`src/rtl/csd_lut_stream_monitor_pkg.sv`:
```
// Shared definitions for the CSD stream monitor: digit codes, channel-index width,
// and the fixed-point scaling helper used only when CSD_MON_REAL_OUT_EN is defined.
package csd_lut_stream_monitor_pkg;

    localparam logic [1:0] ZERO = 2'b00;
    localparam logic [1:0] POS  = 2'b01;
    localparam logic [1:0] NEG  = 2'b11;
    localparam logic [1:0] INV  = 2'b10;

    // Width of a channel tag: never narrower than one bit.
    function automatic int unsigned ch_width(input int unsigned n);
        return (n <= 2) ? 1 : $clog2(n);
    endfunction

`ifdef CSD_MON_REAL_OUT_EN
    function automatic real fx_scale(input real v, input int frac_bits);
        return v / (2.0 ** frac_bits);
    endfunction
`endif

endpackage

```
`src/rtl/csd_lut_stream_monitor_csd2bin.sv`:
```
// Combinational CSD-to-two's-complement converter; invalid digit codes contribute 0.
module csd2bin
    import csd_lut_stream_monitor_pkg::*;
#(
    parameter int unsigned W = 8
) (
    input  logic [2*W-1:0] csd,
    output logic [W-1:0]   bin_c
);

    logic [W-1:0] pos;
    logic [W-1:0] neg;

    // Value is (sum of +1 weights) - (sum of -1 weights), modulo 2^W.
    always_comb begin
        pos = '0;
        neg = '0;
        for (int i = 0; i < int'(W); i++) begin
            pos[i] = (csd[2*i +: 2] == POS);
            neg[i] = (csd[2*i +: 2] == NEG);
        end
        bin_c = pos - neg;
    end

endmodule

```
`src/rtl/csd_lut_stream_monitor.sv`:
```
// Two-stage multi-channel CSD stream monitor: decode, canonicity check, error status.
// Optional real-typed outputs res_data/res_ctrl are enabled by CSD_MON_REAL_OUT_EN.
module csd_lut_stream_monitor
    import csd_lut_stream_monitor_pkg::*;
#(
    parameter int unsigned WD   = 73,
    parameter int unsigned WC   = 21,
    parameter int unsigned WI   = 11,
    parameter int unsigned NCH  = 4,
    parameter int unsigned WCNT = 16
) (
    input  logic                     clk,
    input  logic                     arst_n,
    input  logic                     srst,
    input  logic                     enable,
    input  logic                     in_valid,
    input  logic [ch_width(NCH)-1:0] in_ch,
    input  logic [2*WD-1:0]          in_csd,
    input  logic [WC-1:0]            in_ctrl,
    input  logic                     clr_err,
    output logic                     out_valid,
    output logic [ch_width(NCH)-1:0] out_ch,
    output logic [WD-1:0]            out_bin,
    output logic [WC-1:0]            out_ctrl,
    output logic                     out_err,
    output logic [NCH-1:0]           err_mask,
    output logic [WCNT-1:0]          sample_cnt,
    output logic [WCNT-1:0]          err_cnt
`ifdef CSD_MON_REAL_OUT_EN
    ,
    output real                      res_data,
    output real                      res_ctrl
`endif
);

    localparam int unsigned CHW = ch_width(NCH);

    logic            s1_valid;
    logic [CHW-1:0]  s1_ch;
    logic [2*WD-1:0] s1_csd;
    logic [WC-1:0]   s1_ctrl;
    logic            s1_err;

    logic [WD-1:0]   nz_c;
    logic            inv_c;
    logic            adj_c;
    logic [WD-1:0]   dec_c;
    logic [NCH-1:0]  mask_set_c;

    // Input checks: any invalid code, or two adjacent nonzero digits.
    always_comb begin
        nz_c  = '0;
        inv_c = 1'b0;
        adj_c = 1'b0;
        for (int i = 0; i < int'(WD); i++) begin
            nz_c[i] = (in_csd[2*i +: 2] == POS) || (in_csd[2*i +: 2] == NEG);
            if (in_csd[2*i +: 2] == INV) begin
                inv_c = 1'b1;
            end
        end
        for (int i = 1; i < int'(WD); i++) begin
            if (nz_c[i] && nz_c[i-1]) begin
                adj_c = 1'b1;
            end
        end
    end

    // Stage 1: capture the word and its error flag.
    always_ff @(posedge clk or negedge arst_n) begin
        if (!arst_n) begin
            s1_valid <= 1'b0;
            s1_ch    <= '0;
            s1_csd   <= '0;
            s1_ctrl  <= '0;
            s1_err   <= 1'b0;
        end else if (srst) begin
            s1_valid <= 1'b0;
            s1_ch    <= '0;
            s1_csd   <= '0;
            s1_ctrl  <= '0;
            s1_err   <= 1'b0;
        end else if (enable) begin
            s1_valid <= in_valid;
            if (in_valid) begin
                s1_ch   <= in_ch;
                s1_csd  <= in_csd;
                s1_ctrl <= in_ctrl;
                s1_err  <= inv_c | adj_c;
            end
        end
    end

    csd2bin #(
        .W (WD)
    ) u_csd2bin (
        .csd   (s1_csd),
        .bin_c (dec_c)
    );

    // Out-of-range channel tags select no mask bit.
    always_comb begin
        mask_set_c = '0;
        for (int i = 0; i < int'(NCH); i++) begin
            if (s1_ch == CHW'(i)) begin
                mask_set_c[i] = 1'b1;
            end
        end
    end

    // Stage 2: outputs, counters and sticky mask; clr_err wins over a same-cycle set.
    always_ff @(posedge clk or negedge arst_n) begin
        if (!arst_n) begin
            out_valid  <= 1'b0;
            out_ch     <= '0;
            out_bin    <= '0;
            out_ctrl   <= '0;
            out_err    <= 1'b0;
            err_mask   <= '0;
            sample_cnt <= '0;
            err_cnt    <= '0;
        end else if (srst) begin
            out_valid  <= 1'b0;
            out_ch     <= '0;
            out_bin    <= '0;
            out_ctrl   <= '0;
            out_err    <= 1'b0;
            err_mask   <= '0;
            sample_cnt <= '0;
            err_cnt    <= '0;
        end else if (enable) begin
            out_valid <= s1_valid;
            out_err   <= s1_valid & s1_err;
            if (s1_valid) begin
                out_ch     <= s1_ch;
                out_bin    <= dec_c;
                out_ctrl   <= s1_ctrl;
                sample_cnt <= sample_cnt + WCNT'(1);
            end
            if (clr_err) begin
                err_mask <= '0;
                err_cnt  <= '0;
            end else if (s1_valid && s1_err) begin
                err_mask <= err_mask | mask_set_c;
                if (err_cnt != '1) begin
                    err_cnt <= err_cnt + WCNT'(1);
                end
            end
        end
    end

`ifdef CSD_MON_REAL_OUT_EN
    always_comb begin
        res_data = fx_scale(real'($signed(out_bin)), int'(WD) - int'(WI));
        res_ctrl = fx_scale(real'($signed(out_ctrl)), int'(WC) - int'(WI));
    end
`endif

endmodule

```
`config.mk`:
```
export PLATFORM = sky130hd
export DESIGN_NAME = csd_lut_stream_monitor
export DESIGN_NICKNAME = d
export VERILOG_FILES = /design/src/rtl/csd_lut_stream_monitor_pkg.sv /design/src/rtl/csd_lut_stream_monitor_csd2bin.sv /design/src/rtl/csd_lut_stream_monitor.sv
export SDC_FILE = /design/constraint.sdc
export NUM_CORES = 1
export LEC_CHECK = 0
export ABC_AREA = 1
export CAP_MARGIN = 15
export CORE_ASPECT_RATIO = 1.5
export CORE_MARGIN = 4
export CORE_UTILIZATION = 35
export DETAILED_ROUTE_END_ITERATION = 7
export PLACE_DENSITY = 0.6
export RECOVER_POWER = 25
export SYNTH_ARGS = -nofsm -noshare
export SYNTH_HDL_FRONTEND = slang
export SYNTH_SLANG_ARGS = --single-unit
```
`constraint.sdc`:
```
create_clock -name clk -period 2.7 [get_ports clk]
set_clock_uncertainty 0.15 [all_clocks]
set_input_delay 0.27 -clock clk [delete_from_list [all_inputs] [get_ports clk]]
set_output_delay 0.27 -clock clk [all_outputs]
set_load 0.01 [all_outputs]
```
==> results of run 1 <==
-- timing repair --
action,CTS,global route
endpoints found under the hold margin,107,0
hold buffers,1,0
gates resized for setup,0,5
setup endpoints to repair,0,5
buffers inserted,0,0
-- critical path: stages, from the launching register on --
cell,delay [ns]
dfrtp_1,0.48
nor2_1,0.28
nand2_1,0.13
nor2_1,0.37
nand2_1,0.21
nor2_1,0.29
nand3_1,0.23
nand3_1,0.14
nand2_1,0.05
nand3_1,0.10
nand2_1,0.07
-- layout by cell type, fill, tap and decap left out, drive strengths merged, types with 9 or more instances in the layout --
cell type,netlist,routed
dfrtp,304,304
clkbuf,51,50
buf,8,127
clkdlybuf4s50,0,307
nor2,241,241
o22ai,103,103
o21ai,244,244
inv,488,488
nor4,13,13
nand3,182,182
nand4,30,30
a21oi,104,104
nor3,18,18
clkinv,0,10
o21bai,9,9
nand2,1019,1019
-- final timing paths --
check | slack, ns | to
max | 0.09 | out_bin[66]$_DFFE_PN0P_
max reg2reg | 0.09 | out_bin[66]$_DFFE_PN0P_
min in group asynchronous | 0.50 | out_bin[31]$_DFFE_PN0P_
min reg2reg | 0.33 | out_bin[63]$_DFFE_PN0P_
max in group asynchronous | 0.38 | s1_csd[23]$_DFFE_PN0P_
min | 0.13 | s1_ctrl[0]$_DFFE_PN0P_
-- state kept, by name, summed over array words and instances (netlist names) --
register / flops
s1_csd: 145
out_bin: 73
out_ctrl: 21
s1_ctrl: 21
err_cnt: 16
sample_cnt: 16
err_mask: 4
out_ch: 2
s1_ch: 2
out_err: 1
out_valid: 1
s1_err: 1
s1_valid: 1
-- stage by stage --
step | TNS, ns | setup WS, ns | power (mW) | hold WS, ns
floorplan | 0 | 0.7899 | 7.004 | -0.1756
global route | 0 | 0.004434 | 14.66 | 0.1357
global placement | -0.7024 | -0.7024 | 9.434 | 0.09161
CTS | 0 | 0.1223 | 14.08 | 0.09773
finish | 0 | 0.09113 | 14.07 | 0.1256
detailed placement | -0.3087 | -0.3087 | 9.414 | 0.08682
-- cell type report --
cell class              instances  area, sq um  share of cell area
repair buffers                437         4233              0.1725
well taps                     682        853.3             0.03477
flip-flops and latches        304         7607              0.3100
clock buffers                  48        984.7             0.04013
diodes                          2        5.005           0.0002040
inverters                     488         1839             0.07495
multi-input cells            1990         8925              0.3637
clock inverters                12        91.34            0.003722
-- metal layers --
layer | vias up | wire length [um]
met5 | - | 25
met4 | 4 | 5987
met3 | 201 | 5082
met2 | 768 | 49670
met1 | 10015 | 36500
li1 | 9808 | -
-- cells by family after synthesis --
| logic type | after synthesis | share of synthesized area |
|---|---|---|
| xor+xnor | 4 | 0.001887 |
| compound gates | 476 | 0.1412 |
| buf+inv | 547 | 0.1119 |
| flops | 304 | 0.4097 |
| fa+ha+maj | 2 | 0.001347 |
| simple gates | 1508 | 0.3340 |
-- power by group --
group	total (mW)	switching (mW)	leakage (nW)	internal, mW
clock	4.66	2.09	0.528	2.57
sequential	4.90	0.165	4.17	4.73
combinational	4.52	3.07	7.77	1.45
total	14.1	5.33	12.5	8.74
==> reports/results.tsv, run 1 <==
stage	metric	value	unit
yosys	register area share after synthesis	0.4097	
clocking	Clock transition at path regs	0.06	ns
worst_hold_path	HP Class	in2reg	
yosys	Synth async-reset ratio	1.000	
status	failing checks	max-capacitance violations, max-slew violations	
yosys	Top FF cell, synth	dfrtp_1	
worst_hold_path	hold_sp	in_ctrl[0]	
finish	share of cells above drive strength 1	0.07228	
finish	Layout area overhead	32.16	%
yosys	Avg Synthesized Cell Area	6.536	sq um
yosys	Mapped Area	18570	sq um
drt	Iter 0 DRT Violations	1534	
yosys	post-synthesis register bit count	304	
worst_setup_path	startpoint types	register	
die	Die Height	290.1	um
global_routing	grt met1 use	0.3874	
die	die area	56880	sq um
drt	WL/cell	24.54	um
drt	Via Count	20796	
die	FP Rows	103	
timing	Period minus WS final	2.609	ns
drt	TritonRoute pass-1 iters	6	
yosys	Synth top area share	0.4097	
timing	Final Max Slew Viols	57	
placement	Placed Area	23470	sq um
finish	number of nets in the layout	3433	
worst_hold_path	WHS Path Cells	3	
yosys	most frequent cells after synthesis	1010 x nand2_1, 480 x inv_1, 304 x dfrtp_1	
global_routing	initial antenna violation count	4	
clocking	Root Driver	clkbuf_16	
timing	final setup vio count	0	
die	Initial Util	0.3531	
clocking	CTS sink count	304	
clocking	Max clock buf depth	3	
drt	DR DRC count	0	
status	outcome	finished, violations left	
yosys	YS warnings	0	
yosys	Synth area leaders	dfrtp_1 41%, nand2_1 20%, inv_1 9.7%, o21ai_0 6.4%, nand3_1 4.7%	
worst_setup_path	critical path peak fanout	6	
worst_setup_path	Setup crit end kind	register	
timing	fmax	383.3	MHz
worst_setup_path	Worst Setup Path Type	reg2reg	
power	Power per Cell Area	573.5	nW/um^2
yosys	Post-synth EDFFs	0	
yosys	area leader, netlist	dfrtp_1	
worst_setup_path	reg2reg path depth	10	
clocking	CTS tree	built	
power	Lkg Pwr	12.47	nW
global_routing	largest net degree at the start of global routing	95	
worst_setup_path	crit path DAT	2.90	ns
finish	Final Instance Area	24540	sq um
timing	final hold vios	0	
timing	Final Cycle Share	0.9662	
global_routing	gr ovfl total	0	
die	core area	52580	sq um
timing	Tightest Pin Transition	1.648	ns
global_routing	busiest grt layer	met2	
yosys	most frequent cell after synthesis	nand2_1	
placement	dpl hpwl	80.50	mm
finish	fill count	5577	
placement	Port Buf Inserts	308	
die	Die X-Extent	196.1	um
worst_setup_path	Reg2Reg Launch Point	s1_csd[114]$_DFFE_PN0P_	
global_routing	vias in the first global route	20782	
finish	Layout Cells excl Fill	3963	
clocking	total CTS buffers	35	
global_routing	grt met3 use	0.04448	
power	maximum VDD drop	0.5090	mV
yosys	syn_nets	3018	
global_routing	met2 GRT Util	0.5938	
global_routing	first-pass GRT wire length	140.2	mm
global_routing	GRT Util Overall	0.3323	
worst_setup_path	CP required	2.99	ns
placement	placer congestion estimate	1.045	
clocking	CTS H-tree lvls	2	
run	max-cap violations	1	
clocking	clk_lat worst skew	0.56	ns
timing	RSZ-0062 raised after global routing	false	
yosys	distinct cell type count after synthesis	46	
placement	placed cells	3900	
worst_setup_path	Critical Path Start	s1_csd[114]$_DFFE_PN0P_	
drt	final wirelength	97.27	mm
timing	Worst slew margin	-0.09857	
finish	fin util	0.4667	
yosys	Post-Syn Instances	2841	
die	I/O Pins	309	
drt	number of antenna-violating nets in the routed design	0	
drt	Via density	5.248	
Power figures use the tool's default switching activity.
==> run 2: changes to the inputs <==
--- a/config.mk
+++ b/config.mk
@@ -12,7 +12,6 @@
 export CORE_UTILIZATION = 35
 export DETAILED_ROUTE_END_ITERATION = 7
 export PLACE_DENSITY = 0.6
-export RECOVER_POWER = 25
 export SYNTH_ARGS = -nofsm -noshare
 export SYNTH_HDL_FRONTEND = slang
 export SYNTH_SLANG_ARGS = --single-unit
==> run 2 against run 1 <==
Compared with the run above:
- the run now ends clean
- fmax down 0.93%
- sequential power is essentially flat
- non-clock buffer count is the same
- register-to-register slack worse by 0.02 ns
- critical path type unchanged
- largest cell class unchanged
==> reports/results.tsv, run 2 (synthesis results as in run 1) <==
stage	metric	value	unit	change
status	outcome	complete, no violations		
worst_setup_path	Setup crit end kind	register		
timing	Fin Hold WS	0.08530	ns	-0.04032 ns
clocking	Max clock buf depth	3		unchanged
die	I/O Pins	309		unchanged
timing	final hold vios	0		unchanged
global_routing	largest net degree at the start of global routing	95		unchanged
global_routing	GRT Util Overall	0.3323		unchanged
drt	final wirelength	97.23	mm	about the same
timing	Worst slew margin	0.2053		+0.3038
timing	Tightest Pin Transition	1.192	ns	-0.4558 ns
finish	fin util	0.4674		+0.0007370
timing	Period minus WS final	2.633	ns	+0.02450 ns
drt	WL/cell	24.53	um	about the same
finish	Reg area	7607	sq um	unchanged
run	max-cap violations	0		-1
drt	Via density	5.245		about the same
drt	Via Count	20786		-0.048%
global_routing	initial antenna violation count	4		unchanged
power	clock share of power	0.331		about the same
worst_setup_path	Worst R2R Setup Slack	0.07	ns	-0.02 ns
clocking	Root Driver	clkbuf_16		
worst_setup_path	CP required	2.99	ns	about the same
clocking	CTS H-tree lvls	2		unchanged
clocking	CTS tree	built		
global_routing	first-pass GRT wire length	140.2	mm	unchanged
worst_setup_path	startpoint types	register		
global_routing	grt met1 use	0.3874		unchanged
power	maximum VDD drop	0.5063	mV	-0.53%
finish	max reg flops	145		unchanged
finish	fill count	5570		-0.13%
placement	dpl hpwl	80.50	mm	unchanged
finish	number of nets in the layout	3433		unchanged
finish	Layout area overhead	32.37	%	
finish	Reg with most FFs	s1_csd		
finish	Top Registers	s1_csd: 145 flops, out_bin: 73 flops		
timing	Final Cycle Share	0.9753		+0.009074
finish	multi-input logic area	8925	sq um	unchanged
placement	Port Buf Inserts	308		unchanged
clocking	total CTS buffers	35		unchanged
worst_setup_path	crit path DAT	2.92	ns	+0.02 ns
power	Lkg Pwr	12.48	nW	+0.11%
global_routing	met2 GRT Util	0.5938		unchanged
worst_setup_path	Worst Setup Path Type	reg2reg		
worst_hold_path	HP Class	in2async		
die	FP Rows	103		unchanged
finish	share of cells above drive strength 1	0.07228		unchanged
global_routing	gr ovfl total	0		unchanged
power	part of the total power dissipated in combinational logic	0.321		about the same
die	die area	56880	sq um	unchanged
finish	commonest non-fill, non-tap cells in the layout	1010 x nand2_1, 478 x inv_1, 307 x clkdlybuf4s50_1, 304 x dfrtp_1, 236 x o21ai_0		
power	total power	14.08	mW	about the same
drt	DR DRC count	0		unchanged
timing	setup ws final	0.06663	ns	-0.02450 ns
drt	Iter 0 DRT Violations	1562		+1.8%
worst_setup_path	critical path peak fanout	6		unchanged
power	internal power	8.751	mW	about the same
clocking	Clock transition at path regs	0.06	ns	about the same
die	core area	52580	sq um	unchanged
finish	commonest non-fill, non-tap cell in the layout	nand2_1		
power	Switching Fraction	0.3784		about the same
power	Sequential Power Share	0.348		about the same
timing	fmax	379.7	MHz	-0.93%
placement	Placed Area	23470	sq um	unchanged
timing	RSZ-0062 raised after global routing	false		
die	Die Height	290.1	um	unchanged
drt	number of antenna-violating nets in the routed design	0		unchanged
die	Initial Util	0.3531		unchanged
clocking	CTS sink count	304		unchanged
die	Die X-Extent	196.1	um	unchanged
global_routing	busiest grt layer	met2		
drt	TritonRoute pass-1 iters	5		-1
timing	Final Max Slew Viols	0		-100%
global_routing	grt met3 use	0.04448		unchanged
finish	Final Instance Area	24580	sq um	+0.16%
power	switching pwr	5.326	mW	about the same
placement	placer congestion estimate	1.045		unchanged
global_routing	vias in the first global route	20782		unchanged
placement	Placement Setup Slack	-0.3087	ns	unchanged
power	Power per Cell Area	572.8	nW/um^2	-0.12%
timing	final setup vio count	0		unchanged
clocking	clk_lat worst skew	0.56	ns	about the same
run 2: cell count changes in the layout (fill, tap and decap cells not counted), sizes merged:
cell / change
buf: +2
clkbuf: -2
run 2: stage by stage:
step	instances	setup TNS, ns
after floorplan	2841	0
after detailed placement	3900	-0.3087
after global routing	3961	0
after global placement	3899	-0.7024
after CTS	3961	0
final	3963	0
run 2: repair_timing:
action                                 in CTS  in global routing
setup endpoints to repair                   0                  5
endpoints found under the hold margin     107                  0
setup buffers                               0                  0
resized for setup                           0                  5
hold buffers                                1                  0
run 2: area by class of cell:
class / instances / share of cell area
multi-input cells: 1990 / 0.3631
flip-flops and latches: 304 / 0.3095
repair buffers: 437 / 0.1738
inverters: 488 / 0.07484
clock buffers: 48 / 0.04007
well taps: 682 / 0.03472
clock inverters: 12 / 0.003716
diodes: 2 / 0.0002036
run 2: power by group through the flow:
stage	Sequential, mW	Combinational, mW	Clock [mW]
after floorplan	4.95	2.06	0
after global placement	4.97	4.46	0
after detailed placement	4.97	4.44	0
after CTS	4.89	4.46	4.72
after global routing	4.91	4.84	4.92
final	4.90	4.52	4.66
run 2: worst paths after layout:
kind	cells after the start	from	endpoint
worst max-delay path	10	s1_csd[114]$_DFFE_PN0P_	out_bin[66]$_DFFE_PN0P_
worst min-delay path	2	arst_n	out_bin[31]$_DFFE_PN0P_
worst max register to register	10	s1_csd[114]$_DFFE_PN0P_	out_bin[66]$_DFFE_PN0P_
worst min register to register	2	out_bin[63]$_DFFE_PN0P_	out_bin[63]$_DFFE_PN0P_
max in group asynchronous	3	arst_n	s1_err$_DFFE_PN0P_
min in group clk	3	in_ctrl[0]	s1_ctrl[0]$_DFFE_PN0P_
run 2: worst max-delay path: stages (launching register included):
cell and delay, ns:
dfrtp_1 0.47, nor2_1 0.29, nand2_1 0.14, nor2_1 0.38, nand2_1 0.21, nor2_1 0.30, nand3_1 0.22, nand3_1 0.14
nand2_1 0.05, nand3_1 0.10, nand2_1 0.07
run 2: per-layer routing:
metal	part of all wire	vias up
met5	0.00035	-
met4	0.061	4
met3	0.050	197
met2	0.51	744
met1	0.38	10027
li1	-	9814
